`config.mk`:
```
export PLATFORM = sky130hd
export DESIGN_NAME = vga_layer_ctrl
export DESIGN_NICKNAME = d
export VERILOG_FILES = /design/src/rtl/vga_layer_ctrl.sv
export SDC_FILE = /design/constraint.sdc
export NUM_CORES = 1
export LEC_CHECK = 0
export BUFFER_PORTS_ARGS = -buffer_cell sky130_fd_sc_hd__clkbuf_2
export CAP_MARGIN = 20
export CORE_AREA = 2 2 153 155
export CTS_CLUSTER_DIAMETER = 30
export DETAILED_ROUTE_END_ITERATION = 6
export DIE_AREA = 0 0 155 157
export MAX_ROUTING_LAYER = met4
export SYNTH_ARGS = -nofsm -noshare
export SYNTH_HDL_FRONTEND = slang
export SYNTH_SLANG_ARGS = --single-unit
```
`constraint.sdc`:
```
create_clock -name clk -period 2.32 [get_ports clk]
set_input_delay 0.464 -clock clk [delete_from_list [all_inputs] [get_ports clk]]
set_output_delay 0.464 -clock clk [all_outputs]
set_load 0.02 [all_outputs]
```
`src/rtl/vga_layer_ctrl.sv`:
```
// -----------------------------------------------------------------------------
// vga_layer_ctrl
//
// Parametrised VGA display controller: pixel-tick divider, horizontal/vertical
// timing generator, N-layer priority compositor with page selection and a
// registered RGB output. The blanking/sync flags are delayed to line up with
// the generator latency, so rgb, video_on, hsync and vsync all change together.
//
// Optional build macro:
//   VGA_LAYER_BORDER_EN - when defined, the outermost visible row/column is
//                         forced to red (12'hF00, MSB-aligned to RGB_W) over
//                         all layers, for monitor alignment.
//
// Ports:
//   clk          in   system clock
//   reset        in   synchronous active-high reset
//   page_sel     in   requested display page (taken at frame boundary only)
//   layer_page   in   page tag of layer i at [i*PAGE_W +: PAGE_W]
//   layer_global in   layer i shown on every page
//   layer_on     in   per-layer pixel-hit flags from the generators
//   layer_rgb    in   per-layer colour at [i*RGB_W +: RGB_W]
//   pixel_x/y    out  current horizontal/vertical counters
//   p_tick       out  one-clk pixel-tick strobe
//   frame_start  out  pulse on the tick where the counters wrap to (0,0)
//   page_cur     out  page currently displayed
//   video_on     out  visible-area flag aligned with rgb
//   hsync/vsync  out  sync outputs aligned with rgb
//   rgb          out  registered pixel colour
// -----------------------------------------------------------------------------
module vga_layer_ctrl #(
  parameter int               H_DISPLAY = 640,
  parameter int               H_FP      = 16,
  parameter int               H_SYNC    = 96,
  parameter int               H_BP      = 48,
  parameter int               V_DISPLAY = 480,
  parameter int               V_FP      = 10,
  parameter int               V_SYNC    = 2,
  parameter int               V_BP      = 33,
  parameter int               CLK_DIV   = 2,
  parameter logic             SYNC_POL  = 1'b0,
  parameter int               N_LAYERS  = 19,
  parameter int               PAGE_W    = 4,
  parameter int               RGB_W     = 12,
  parameter int               GEN_LAT   = 1,
  parameter logic [RGB_W-1:0] BG_RGB    = {RGB_W{1'b1}}
) (
  input  logic                       clk,
  input  logic                       reset,
  input  logic [PAGE_W-1:0]          page_sel,
  input  logic [N_LAYERS*PAGE_W-1:0] layer_page,
  input  logic [N_LAYERS-1:0]        layer_global,
  input  logic [N_LAYERS-1:0]        layer_on,
  input  logic [N_LAYERS*RGB_W-1:0]  layer_rgb,
  output logic [11:0]                pixel_x,
  output logic [11:0]                pixel_y,
  output logic                       p_tick,
  output logic                       frame_start,
  output logic [PAGE_W-1:0]          page_cur,
  output logic                       video_on,
  output logic                       hsync,
  output logic                       vsync,
  output logic [RGB_W-1:0]           rgb
);

  localparam int H_TOTAL = H_DISPLAY + H_FP + H_SYNC + H_BP;
  localparam int V_TOTAL = V_DISPLAY + V_FP + V_SYNC + V_BP;

  localparam logic [11:0] H_LAST   = 12'(H_TOTAL - 1);
  localparam logic [11:0] V_LAST   = 12'(V_TOTAL - 1);
  localparam logic [11:0] H_VIS    = 12'(H_DISPLAY);
  localparam logic [11:0] V_VIS    = 12'(V_DISPLAY);
  localparam logic [11:0] HS_START = 12'(H_DISPLAY + H_FP);
  localparam logic [11:0] HS_END   = 12'(H_DISPLAY + H_FP + H_SYNC - 1);
  localparam logic [11:0] VS_START = 12'(V_DISPLAY + V_FP);
  localparam logic [11:0] VS_END   = 12'(V_DISPLAY + V_FP + V_SYNC - 1);

  localparam int               DIV_W    = (CLK_DIV > 1) ? $clog2(CLK_DIV) : 1;
  localparam logic [DIV_W-1:0] DIV_LAST = DIV_W'(CLK_DIV - 1);

  // ---------------------------------------------------------------------------
  // Pixel-tick divider. The strobe is masked while reset is held so the tick
  // is low in the reset cycle even when CLK_DIV = 1.
  // ---------------------------------------------------------------------------
  logic [DIV_W-1:0] div_reg;
  logic [DIV_W-1:0] div_next;
  logic             tick;

  always_comb begin
    div_next = div_reg + 1'b1;
    if (div_reg == DIV_LAST) begin
      div_next = '0;
    end
  end

  always_ff @(posedge clk) begin
    if (reset) begin
      div_reg <= '0;
    end else begin
      div_reg <= div_next;
    end
  end

  assign tick = (div_reg == DIV_LAST) && !reset;

  // ---------------------------------------------------------------------------
  // Horizontal / vertical counters and frame-boundary page latch
  // ---------------------------------------------------------------------------
  logic [11:0]       h_reg;
  logic [11:0]       v_reg;
  logic [PAGE_W-1:0] page_cur_reg;
  logic              frame_end;

  assign frame_end = tick && (h_reg == H_LAST) && (v_reg == V_LAST);

  always_ff @(posedge clk) begin
    if (reset) begin
      h_reg <= '0;
      v_reg <= '0;
    end else if (tick) begin
      if (h_reg == H_LAST) begin
        h_reg <= '0;
        v_reg <= (v_reg == V_LAST) ? 12'd0 : v_reg + 12'd1;
      end else begin
        h_reg <= h_reg + 12'd1;
      end
    end
  end

  // The page only changes between frames; page_sel is ignored at all other
  // times so a frame never shows two pages.
  always_ff @(posedge clk) begin
    if (reset) begin
      page_cur_reg <= '0;
    end else if (frame_end) begin
      page_cur_reg <= page_sel;
    end
  end

  // ---------------------------------------------------------------------------
  // Raw timing flags derived from the counters
  // ---------------------------------------------------------------------------
  logic video_raw;
  logic hsync_raw;
  logic vsync_raw;

  assign video_raw = (h_reg < H_VIS) && (v_reg < V_VIS);
  assign hsync_raw = ((h_reg >= HS_START) && (h_reg <= HS_END)) ? SYNC_POL : ~SYNC_POL;
  assign vsync_raw = ((v_reg >= VS_START) && (v_reg <= VS_END)) ? SYNC_POL : ~SYNC_POL;

`ifdef VGA_LAYER_BORDER_EN
  localparam int PIPE_W = 4;
  localparam logic [11:0] H_EDGE = 12'(H_DISPLAY - 1);
  localparam logic [11:0] V_EDGE = 12'(V_DISPLAY - 1);
  // 12'hF00 left-aligned in a wide word, then the top RGB_W bits are kept.
  localparam logic [RGB_W+11:0] BORDER_WIDE = {12'hF00, {RGB_W{1'b0}}};
  localparam logic [RGB_W-1:0]  BORDER_RGB  = BORDER_WIDE[RGB_W+11 -: RGB_W];

  logic border_raw;
  assign border_raw = video_raw &&
                      ((h_reg == 12'd0) || (h_reg == H_EDGE) ||
                       (v_reg == 12'd0) || (v_reg == V_EDGE));
`else
  localparam int PIPE_W = 3;
`endif

  // Bit layout of the delay line: {[border,] vsync, hsync, video}
  localparam logic [PIPE_W-1:0] PIPE_IDLE = PIPE_W'({~SYNC_POL, ~SYNC_POL, 1'b0});

  logic [PIPE_W-1:0] pipe_in;
  logic [PIPE_W-1:0] pipe_out;

`ifdef VGA_LAYER_BORDER_EN
  assign pipe_in = {border_raw, vsync_raw, hsync_raw, video_raw};
`else
  assign pipe_in = {vsync_raw, hsync_raw, video_raw};
`endif

  // ---------------------------------------------------------------------------
  // Delay line matching the generator latency (GEN_LAT ticks)
  // ---------------------------------------------------------------------------
  generate
    if (GEN_LAT > 0) begin : g_pipe
      logic [PIPE_W-1:0] stage_reg [GEN_LAT];

      always_ff @(posedge clk) begin
        if (reset) begin
          for (int i = 0; i < GEN_LAT; i++) begin
            stage_reg[i] <= PIPE_IDLE;
          end
        end else if (tick) begin
          stage_reg[0] <= pipe_in;
          for (int i = 1; i < GEN_LAT; i++) begin
            stage_reg[i] <= stage_reg[i-1];
          end
        end
      end

      assign pipe_out = stage_reg[GEN_LAT-1];
    end else begin : g_no_pipe
      assign pipe_out = pipe_in;
    end
  endgenerate

  // ---------------------------------------------------------------------------
  // Priority compositor: lowest-index eligible layer wins
  // ---------------------------------------------------------------------------
  logic [N_LAYERS-1:0] eligible;
  logic [RGB_W-1:0]    layer_colour;
  logic [RGB_W-1:0]    pixel_colour;

  genvar gi;
  generate
    for (gi = 0; gi < N_LAYERS; gi++) begin : g_elig
      assign eligible[gi] = layer_on[gi] &&
                            (layer_global[gi] ||
                             (layer_page[gi*PAGE_W +: PAGE_W] == page_cur_reg));
    end
  endgenerate

  // Scanning from the highest index down lets lower indices overwrite.
  always_comb begin
    layer_colour = BG_RGB;
    for (int i = N_LAYERS - 1; i >= 0; i--) begin
      if (eligible[i]) begin
        layer_colour = layer_rgb[i*RGB_W +: RGB_W];
      end
    end
  end

  always_comb begin
    pixel_colour = layer_colour;
    if (!pipe_out[0]) begin
      pixel_colour = '0;
    end
`ifdef VGA_LAYER_BORDER_EN
    else if (pipe_out[3]) begin
      pixel_colour = BORDER_RGB;
    end
`endif
  end

  // ---------------------------------------------------------------------------
  // Output register: all four display outputs update on the same tick
  // ---------------------------------------------------------------------------
  logic [RGB_W-1:0] rgb_reg;
  logic             video_reg;
  logic             hsync_reg;
  logic             vsync_reg;

  always_ff @(posedge clk) begin
    if (reset) begin
      rgb_reg   <= '0;
      video_reg <= 1'b0;
      hsync_reg <= ~SYNC_POL;
      vsync_reg <= ~SYNC_POL;
    end else if (tick) begin
      rgb_reg   <= pixel_colour;
      video_reg <= pipe_out[0];
      hsync_reg <= pipe_out[1];
      vsync_reg <= pipe_out[2];
    end
  end

  assign pixel_x     = h_reg;
  assign pixel_y     = v_reg;
  assign p_tick      = tick;
  assign frame_start = frame_end;
  assign page_cur    = page_cur_reg;
  assign video_on    = video_reg;
  assign hsync       = hsync_reg;
  assign vsync       = vsync_reg;
  assign rgb         = rgb_reg;

endmodule

```
==> metrics.cfg, run 1 <==
[worst_setup_path]
critPathKind=reg2reg
critPathMaxStageDelay_ns=0.46
worstPathCellList=buf_12, buf_8, buf_6, xnor2_2, a41o_1, buf_12, a32o_1, o211ai_1, a221oi_2, o21a_1, o21ai_1
critical_path.top_delay_family=compound AO/OA/AOI/OAI gates
path_common_cell=buf_12
crit_path_start_kind=register
critPathCaptureType=register
critical_path_buf_inv_count=4
path_max_fanout=7
crit_required_ns=2.56
slowest_stage=o211ai_1
cp.arrival_ns=2.68

[outcome]
violations=setup timing
status=complete, but fails checks

[yosys]
yosysSeqAreaShare_pct=18.7
syn-cell-area_mm2=0.00518
synthMuxAreaShare_pct=2.32
synth-xor-area-share_pct=15.7
synth_edf_count=3
syn_nets=1040
synth.avg_cell_area_um2=7.54
yosys_warnings=0
ys.flop_type=dfxtp_1
synth.area.top_cells=dfxtp_1 17%, xnor2_1 7.9%, xor2_1 7.8%
synth-simple-area-share_pct=20.6
synth_top_area_cell=dfxtp_1
async_flop_share_pct=0
ys_ff_latch=47
synth_top_area_share_pct=17.0
synth_top_family_by_area=compound AO/OA/AOI/OAI gates
synthAdderAreaFrac_pct=0.965
synth_cells=688
synth_compound_area_share_pct=34.5
yosysUniqueCellTypes=54

[route]
route.detailed.drc=0
routed-via-count=7506
dr.pass1.iters=6
first_iter_violations=469
ant_nets=0
avgRoutedWirePerCell_um=20.4
via_per_inst=5.09
drt-total-wl_um=30100

[global_routing]
grt_pass1_vias=7460
grt_max_degree=25
antenna_found_initial=6
grt_pass1_wl_um=42200
grt.total_usage_pct=23.5
grt-ovfl-total=0

[power]
internal-power_mw=1.92
vdd_drop_max_mv=0.358
pwr_density_cell_mw_per_mm2=306
power.leakage_nw=4.65
switchingPower_mw=1.07
p_comb_share_pct=45.2
seqPwrFrac_pct=28.1
design_power_total_mw=2.99
swShare_pct=35.9
clkPwrFrac_pct=26.7

[timing]
min_period_ns=2.44
drv_slew=0
fmax_ghz=0.410
worst_pin_slew_ns=0.943
slew_headroom_pct=37.0
rsz0062_at_grt=true
final_hold_viol_count=0
fin_crit_sh_pct=105
report.final.setup_viol=13
holdWs_ns=0.386
fin_ws_ns=-0.121
skew_ns=0.00587

[clocking]
path_clk_slew_ns=0.07
clk_path_buf_depth=2
numCtsBuffers=5
clockRootBuffer=clkbuf_16
clock_latency_ns=0.30
h-tree-depth=2
clock_sinks=47
cts_tree=done

[floorplanning]
start_util_pct=23.0
num_io_pins=393
dieArea_mm2=0.0243
die_width_um=155
rows=55
die_y_um=157
core_mm2=0.0225

[placement]
placedCellCount=1424
place_hpwl_um=24200
placed_cell_area_mm2=0.00823
place_congestion=0.927
io_buffers=392

[worst_hold_path]
hold_path_class=in2reg

[layout]
nNetsFinal=1535
stdcell_count=1475
drive_above_1_share_pct=56.3
final_cell_area_mm2=0.00978
area_delta_synth_final_pct=88.7

[flow_run]
drv_cap=0

final timing paths:
kind,from,endpoint,slack (ns),cells past startpoint
setup / recovery,page_cur[2],rgb[11],-0.12,11
hold / removal,page_sel[1],page_cur[1],0.39,3
setup reg to reg,page_cur[2],rgb[11],-0.12,11
hold reg to reg,g_pipe.stage_reg[0][1],hsync,0.46,1
final cells by class:
class,count,area (µm²)
Fill cell,2270,12700
Multi-Input combinational cell,553,4700
Timing Repair Buffer,541,3440
Sequential cell,47,988
Tap cell,285,357
Inverter,35,131
Clock buffer,5,125
Clock inverter,3,28.8
Antenna cell,6,15.0
power by group through the flow:
| stage | sequential, mW | combinational [mW] | clock, mW |
|---|---|---|---|
| final | 0.841 | 1.35 | 0.799 |
| after global routing | 0.844 | 1.45 | 0.865 |
| after global placement | 0.865 | 1.10 | 0 |
| after floorplan | 0.884 | 0.442 | 0 |
| after detailed placement | 0.865 | 1.11 | 0 |
| after CTS | 0.841 | 1.27 | 0.829 |
worst min-delay path: cells and delay by family:
kind,cells,cell delay [ns]
AO/OA/AOI/OAI,1,0.06
AND/OR/NAND/NOR,1,0.04
buffers and inverters,1,0.08
cell usage in the layout, fill, tap and decap left out, drive strengths merged, types with 2 or more instances in the layout:
master	Yosys	layout
a41oi	5	5
o311ai	13	13
a21oi	9	9
a2111oi	12	12
or3	4	4
o22ai	11	11
a41o	6	7
inv	35	38
a222oi	12	12
o211ai	13	13
o221a	12	12
nand2b	5	5
xor2	46	46
nor4	12	12
a211o	2	2
nor3	2	2
diode	0	6
nand3	22	22
o21a	15	15
o21ai	40	40
ha	4	4
o311a	12	12
dfxtp	44	44
nand4	7	7
a221oi	24	24
nor2b	4	4
o2111ai	12	12
nand3b	12	12
a21o	13	13
nand2	58	58
nor2	78	78
a32o	12	12
clkbuf	36	397
buf	18	149
and2	3	3
and3	4	4
xnor2	47	47
edfxtp	3	3
nor4b	2	2
mux2i	12	12
cell usage after synthesis (2+ instances only):
| cell | n |
|---|---|
| a2111oi_0 | 12 |
| a211o_1 | 2 |
| a21o_1 | 13 |
| a21oi_1 | 9 |
| a221oi_1 | 24 |
| a222oi_1 | 12 |
| a32o_1 | 12 |
| a41o_1 | 6 |
| a41oi_1 | 5 |
| and2_1 | 2 |
| and3_1 | 3 |
| buf_1 | 2 |
| buf_2 | 8 |
| buf_4 | 8 |
| clkbuf_1 | 36 |
| dfxtp_1 | 44 |
| edfxtp_1 | 3 |
| ha_1 | 4 |
| inv_1 | 35 |
| mux2i_1 | 12 |
| nand2_1 | 58 |
| nand2b_1 | 5 |
| nand3_1 | 22 |
| nand3b_1 | 12 |
| nand4_1 | 6 |
| nor2_1 | 78 |
| nor2b_1 | 4 |
| nor3_1 | 2 |
| nor4_1 | 10 |
| nor4b_1 | 2 |
| o2111ai_1 | 12 |
| o211ai_1 | 13 |
| o21a_1 | 15 |
| o21ai_0 | 30 |
| o21ai_1 | 10 |
| o221a_2 | 12 |
| o22ai_1 | 11 |
| o311a_1 | 12 |
| o311ai_0 | 13 |
| or3_1 | 4 |
| xnor2_1 | 47 |
| xor2_1 | 46 |
per-stage QoR:
step                worst slack, ns  TNS [ns]  utilization, %
floorplan                   0.00382         0               -
global placement             -0.543     -4.26            36.6
detailed placement           -0.594     -5.20            36.6
CTS                          -0.166    -0.855            41.3
global route                 -0.213     -2.41            43.5
finish                       -0.121    -0.858            43.5
cells by family after synthesis:
logic type / Yosys count
flip-flops: 47
buffers and inverters: 89
multiplexers: 12
AO/OA/AOI/OAI: 225
AND/OR/NAND/NOR: 218
XOR/XNOR: 93
adder cells (fa/ha/maj): 4
layer usage:
metal	up-vias	part of all wire, %	track usage, %
li1	3626	-	-
met1	3504	38	25.6
met2	320	52	42.5
met3	56	6.2	4.24
met4	0	4.1	9.08
met5	-	0	-
repair_timing:
action                                  in CTS  in global routing
resized for setup                          152                 69
endpoints found under the setup margin      13                 18
setup buffers                               21                 13
pin swaps                                   55                 60
gates cloned                                 5                  3
hold buffers                                 0                  0
endpoints found under the hold margin        0                  0
(Power assumes the default switching activity.)
==> run 2: changes to the inputs <==
REMOVE_ABC_BUFFERS = 1   (was default)
==> run 2 against run 1 <==
Sequential cell count is the same. Final cell count down 2.9%. Total power fell by 3.3%. Via count shrank 2.6%. Largest power group unchanged. The flow still finishes with violations (setup timing). Clock skew increased by 0.0043 ns. Combinational power down 6%.
==> metrics.cfg, run 2 (synthesis results as in run 1) <==
[route]
route.met2.wl_um=15200  ; was 15600 µm
via_per_inst=5.10  ; was 5.09
dr.pass1.iters=7  ; was 6
first_iter_violations=416  ; was 469
routed.top_layer=met4  ; unchanged
drt-total-wl_um=29400  ; was 30100 µm
route.detailed.drc=0  ; unchanged
wl_met1_um=11300  ; was 11400 µm
avgRoutedWirePerCell_um=20.5  ; was 20.4 µm
wl_met3_um=2240  ; was 1850 µm
routed-via-count=7309  ; was 7506
ant_nets=0  ; unchanged

[outcome]
violations=setup timing  ; unchanged
status=complete, but fails checks  ; unchanged

[layout]
final_cell_area_mm2=0.00908  ; was 0.00978 mm²
final_common_cell=clkbuf_2  ; unchanged
n_fill_cell=2334  ; was 2270
drive_above_1_share_pct=53.0  ; was 56.3%
area_delta_synth_final_pct=75.2  ; was 88.7%
final_cell_mix=391 x clkbuf_2, 78 x buf_4, 77 x nor2_1, 58 x nand2_1, 46 x xor2_1  ; was 391 x clkbuf_2, 102 x buf_4, 76 x nor2_1, 57 x nand2_1, 45 x xor2_1
nNetsFinal=1495  ; was 1535

[worst_setup_path]
crit_path_start_kind=register  ; unchanged
critPathCaptureType=register  ; unchanged
path_max_fanout=6  ; was 7
crit_required_ns=2.49  ; was 2.56 ns
critPathKind=reg2reg  ; unchanged
cp.arrival_ns=2.60  ; was 2.68 ns

[placement]
place_congestion=0.929  ; was 0.927
place_hpwl_um=23900  ; was 24200 µm
io_buffers=392  ; unchanged
placed_cell_area_mm2=0.00812  ; was 0.00823 mm²

[power]
vdd_drop_max_mv=0.282  ; was 0.358 mV
pwr_density_cell_mw_per_mm2=319  ; was 306 mW/mm²
power.leakage_nw=4.30  ; was 4.65 nW
p_comb_share_pct=43.7  ; was 45.2%
switchingPower_mw=1.03  ; was 1.07 mW
seqPwrFrac_pct=29.2  ; was 28.1%
internal-power_mw=1.87  ; was 1.92 mW
clkPwrFrac_pct=27.1  ; was 26.7%
swShare_pct=35.5  ; was 35.9%
design_power_total_mw=2.90  ; was 2.99 mW

[floorplanning]
rows=55  ; unchanged
die_y_um=157  ; unchanged
start_util_pct=23.0  ; unchanged
core_mm2=0.0225  ; unchanged
dieArea_mm2=0.0243  ; unchanged
die_width_um=155  ; unchanged
num_io_pins=393  ; unchanged

[timing]
fmax_ghz=0.411  ; was 0.410 GHz
report.final.setup_viol=7  ; was 13
holdWs_ns=0.371  ; was 0.386 ns
fin_setup_tns_ns=-0.364  ; was -0.858 ns
skew_ns=0.0102  ; was 0.00587 ns
slew_headroom_pct=53.8  ; was 37.0%
min_period_ns=2.43  ; was 2.44 ns
rsz0062_at_grt=true  ; unchanged
drv_slew=0  ; unchanged
final_hold_viol_count=0  ; unchanged
worst_pin_slew_ns=0.690  ; was 0.943 ns
fin_crit_sh_pct=105  ; about the same
fin_ws_ns=-0.113  ; was -0.121 ns

[clocking]
h-tree-depth=2  ; unchanged
path_clk_slew_ns=0.07  ; about the same
numCtsBuffers=5  ; unchanged
postCtsHoldBufs=0  ; unchanged
cts_tree=done  ; unchanged
clock_sinks=47  ; unchanged
clock_latency_ns=0.30  ; about the same
clk_path_buf_depth=2  ; unchanged
clockRootBuffer=clkbuf_16  ; unchanged

[worst_hold_path]
hold_path_class=in2reg  ; unchanged

[global_routing]
grt_pass1_wl_um=41400  ; was 42200 µm
grt_pass1_vias=7106  ; was 7460
grt-ovfl-total=0  ; unchanged
grt.total_usage_pct=23.1  ; was 23.5%
antenna_found_initial=3  ; was 6
grt_max_degree=25  ; unchanged

[flow_run]
drv_cap=0  ; unchanged

==> run 2: cell count changes in the layout (fill, tap and decap cells not counted), sizes merged <==
cell and delta:
a41o -1, buf -38, clkbuf -1, clkinv +1, diode -3, inv -1
==> run 2: routing by layer <==
| metal | up-vias | global-route usage [%] |
|---|---|---|
| met5 | - | - |
| met4 | 0 | 6.22 |
| met3 | 31 | 5.78 |
| met2 | 329 | 42.2 |
| met1 | 3425 | 25.1 |
| li1 | 3524 | - |
==> run 2: final timing paths <==
path / start / endpoint / slack (ns) / cells after the start
min: page_sel[2] / page_cur[2] / 0.37 / 3
max reg2reg: page_cur[2] / rgb[10] / -0.11 / 10
max: page_cur[2] / rgb[10] / -0.11 / 10
min reg2reg: g_pipe.stage_reg[0][2] / vsync / 0.46 / 1
==> run 2: worst max-delay path: stages (launching register included) <==
cell and delay [ns]:
dfxtp_4 0.36, buf_6 0.13, xor2_1 0.13, nor4_1 0.28, o21ai_1 0.19, buf_6 0.19, buf_4 0.15, mux2i_1 0.23
o311ai_1 0.23, a222oi_1 0.28, o21ai_0 0.13
==> run 2: area by class of cell <==
class,instances,area [µm²],share of cell area [%]
Multi-Input combinational cell,552,4370,48.1
Clock inverter,3,26.3,0.289
Tap cell,285,357,3.93
Antenna cell,3,7.51,0.0826
Inverter,35,131,1.45
Clock buffer,5,125,1.38
Sequential cell,47,981,10.8
Timing Repair Buffer,502,3090,34.0
==> run 2: through the flow <==
stage | worst slack (ns) | utilization [%] | std cells
after floorplan | -1.57 | - | 634
after global placement | -0.332 | 36.1 | 1395
after detailed placement | -0.314 | 36.1 | 1395
after CTS | -0.0811 | 38.4 | 1422
after global routing | -0.155 | 40.4 | 1432
final | -0.113 | 40.4 | 1432
==> run 2: power groups by stage <==
stage               logic, mW  registers (mW)  clock network, mW
finish                   1.27           0.845              0.786
CTS                      1.17           0.844              0.813
global route             1.35           0.847              0.850
floorplan               0.405           0.884                  0
global placement         1.08           0.864                  0
detailed placement       1.08           0.864                  0
==> run 2: timing repair <==
action	4_1_cts	5_1_grt
gates cloned	4	0
buffers inserted	16	8
resized for setup	68	72
pin swaps	14	50
endpoints found under the setup margin	13	18
==> run 3: changes to the inputs <==
CORE_AREA = 3 3 150 152   (was 2 2 153 155)
DIE_AREA = 0 0 153 155   (was 0 0 155 157)
==> run 3 against run 2 <==
The run still ends with setup timing left. Clock skew is 0.0062 ns higher. Sequential share of layout area fell by 0.33 points. Die area decreased by 2.5%. Clock power increased by 2%. Sequential power hardly changed. Clock-buffer cell count did not move. Cell area increased by 2.9%. Via count is 0.21% higher. Non-clock buffer count shrank 6. Wire length grew 9.4%. Combinational power about the same. Global-route usage increased by 1.3 points. Largest cell class unchanged. Highest routed layer unchanged.
==> metrics.cfg, run 3 (synthesis results as in run 1) <==
[timing]
holdWs_ns=0.386  ; was 0.371 ns
slew_headroom_pct=52.4  ; was 53.8%
report.final.setup_viol=18  ; was 7
worst_pin_slew_ns=0.713  ; was 0.690 ns
min_period_ns=2.45  ; was 2.43 ns
drv_slew=0  ; unchanged
final_hold_viol_count=0  ; unchanged
fmax_ghz=0.408  ; was 0.411 GHz
rsz0062_at_grt=true  ; unchanged
skew_ns=0.0164  ; was 0.0102 ns
fin_crit_sh_pct=106  ; was 105%
fin_setup_tns_ns=-0.505  ; was -0.364 ns
fin_ws_ns=-0.129  ; was -0.113 ns

[global_routing]
use_met2_pct=43.1  ; was 42.2%
grt_util_met3_pct=9.74  ; was 5.78%
grt_pass1_wl_um=43100  ; was 41400 µm
grt.total_usage_pct=24.4  ; was 23.1%
antenna_found_initial=9  ; was 3
busiest_layer=met2  ; unchanged
grtUsageMet1_pct=26.1  ; was 25.1%
grt_pass1_vias=7275  ; was 7106
grt-ovfl-total=0  ; unchanged
grt_max_degree=25  ; unchanged

[power]
vdd_drop_max_mv=0.309  ; was 0.282 mV
power.leakage_nw=4.37  ; was 4.30 nW
swShare_pct=35.9  ; was 35.5%
p_comb_share_pct=44.1  ; was 43.7%
clkPwrFrac_pct=27.3  ; was 27.1%
pwr_density_cell_mw_per_mm2=315  ; was 319 mW/mm²
seqPwrFrac_pct=28.7  ; was 29.2%
internal-power_mw=1.89  ; was 1.87 mW
switchingPower_mw=1.06  ; was 1.03 mW

[route]
route.detailed.drc=0  ; unchanged
avgRoutedWirePerCell_um=22.6  ; was 20.5 µm
routed-via-count=7324  ; was 7309
ant_nets=0  ; unchanged
drt-total-wl_um=32100  ; was 29400 µm
via_per_inst=5.15  ; was 5.10
first_iter_violations=499  ; was 416
dr.pass1.iters=5  ; was 7

[clocking]
h-tree-depth=2  ; unchanged
clockRootBuffer=clkbuf_16  ; unchanged
cts_tree=done  ; unchanged
numCtsBuffers=5  ; unchanged
path_clk_slew_ns=0.08  ; was 0.07 ns
clock_latency_ns=0.31  ; was 0.30 ns
clk_path_buf_depth=2  ; unchanged
postCtsHoldBufs=0  ; unchanged
clock_sinks=47  ; unchanged

[placement]
io_buffers=392  ; unchanged
place_congestion=0.942  ; was 0.929
place_hpwl_um=25700  ; was 23900 µm
place_ws_ns=-0.372  ; was -0.314 ns
placedCellCount=1377  ; was 1395

[layout]
area_delta_synth_final_pct=80.2  ; was 75.2%
final_common_cell=clkbuf_2  ; unchanged
final_cell_mix=391 x clkbuf_2, 75 x nor2_1, 69 x buf_4, 58 x nand2_1, 43 x xnor2_1  ; was 391 x clkbuf_2, 78 x buf_4, 77 x nor2_1, 58 x nand2_1, 46 x xor2_1
stdcell_count=1422  ; was 1432
nNetsFinal=1489  ; was 1495
drive_above_1_share_pct=54.3  ; was 53.0%

[flow_run]
drv_cap=0  ; unchanged

[worst_setup_path]
crit_required_ns=1.86  ; was 2.49 ns
reg2reg_from=pixel_x[5]  ; was page_cur[2]
critPathKind=reg2out  ; was reg2reg
path_max_fanout=2  ; was 6
crit_path_start_kind=register  ; unchanged
critPathCaptureType=primary output  ; was register
critPathLaunch=pixel_x[5]  ; was page_cur[2]
reg2reg_slack_ns=-0.12  ; was -0.11 ns
cp.arrival_ns=1.99  ; was 2.60 ns

[floorplanning]
start_util_pct=24.5  ; was 23.0%
num_io_pins=393  ; unchanged
core_mm2=0.0212  ; was 0.0225 mm²
die_y_um=155  ; was 157 µm
rows=53  ; was 55
die_width_um=153  ; was 155 µm
dieArea_mm2=0.0237  ; was 0.0243 mm²

[outcome]
status=complete, but fails checks  ; unchanged
violations=setup timing  ; unchanged

[worst_hold_path]
min_from=page_sel[0]  ; was page_sel[2]
hold_path_class=in2reg  ; unchanged

run 3: changes by cell type in the layout (fill, tap and decap cells not counted), sizes merged:
cell,delta
clkinv,-1
buf,-13
inv,+1
diode,+6
clkbuf,+7
run 3: area by class of cell:
class	count	area (µm²)
Antenna cell	9	22.5
Clock buffer	5	125
Clock inverter	3	28.8
Fill cell	2153	11800
Inverter	35	131
Multi-Input combinational cell	552	4570
Sequential cell	47	978
Tap cell	275	344
Timing Repair Buffer	496	3150
run 3: path summary, 6_finish.rpt:
kind | end | cells past startpoint
max | frame_start | 5
min | page_cur[0] | 3
max reg2reg | pixel_y[11] | 8
min reg2reg | hsync | 1
run 3: what timing repair did:
item / CTS / global route
cloned: 1 / 7
pin swaps: 13 / 55
resized for setup: 58 / 110
setup buffers: 5 / 18
setup endpoints to repair: 13 / 18
run 3: per-layer routing:
metal  share of wire (%)  vias up
met5                   0        -
met4                 2.0        0
met3                  10       35
met2                  51      328
met1                  37     3438
li1                    -     3523
run 3: worst max-delay path, stage by stage (launching register included):
cell and delay (ns):
dfxtp_1 0.31, or4b_4 0.56, nor4_4 0.35, nand3_1 0.14, nor2_2 0.15, clkbuf_8 0.17
run 3: through the flow:
step	utilization, %	area [µm²]	power (mW)
floorplan	-	4940	1.29
global placement	38.1	8050	1.93
global route	44.2	9340	3.08
detailed placement	38.1	8050	1.93
finish	44.2	9340	2.95
CTS	40.0	8470	2.81
run 3: power groups by stage:
stage               Clock [mW]  Combinational [mW]  Sequential (mW)
global route             0.844                1.39            0.846
finish                   0.803                1.30            0.844
CTS                      0.827                1.14            0.845
floorplan                    0               0.405            0.884
detailed placement           0                1.07            0.864
global placement             0                1.07            0.864
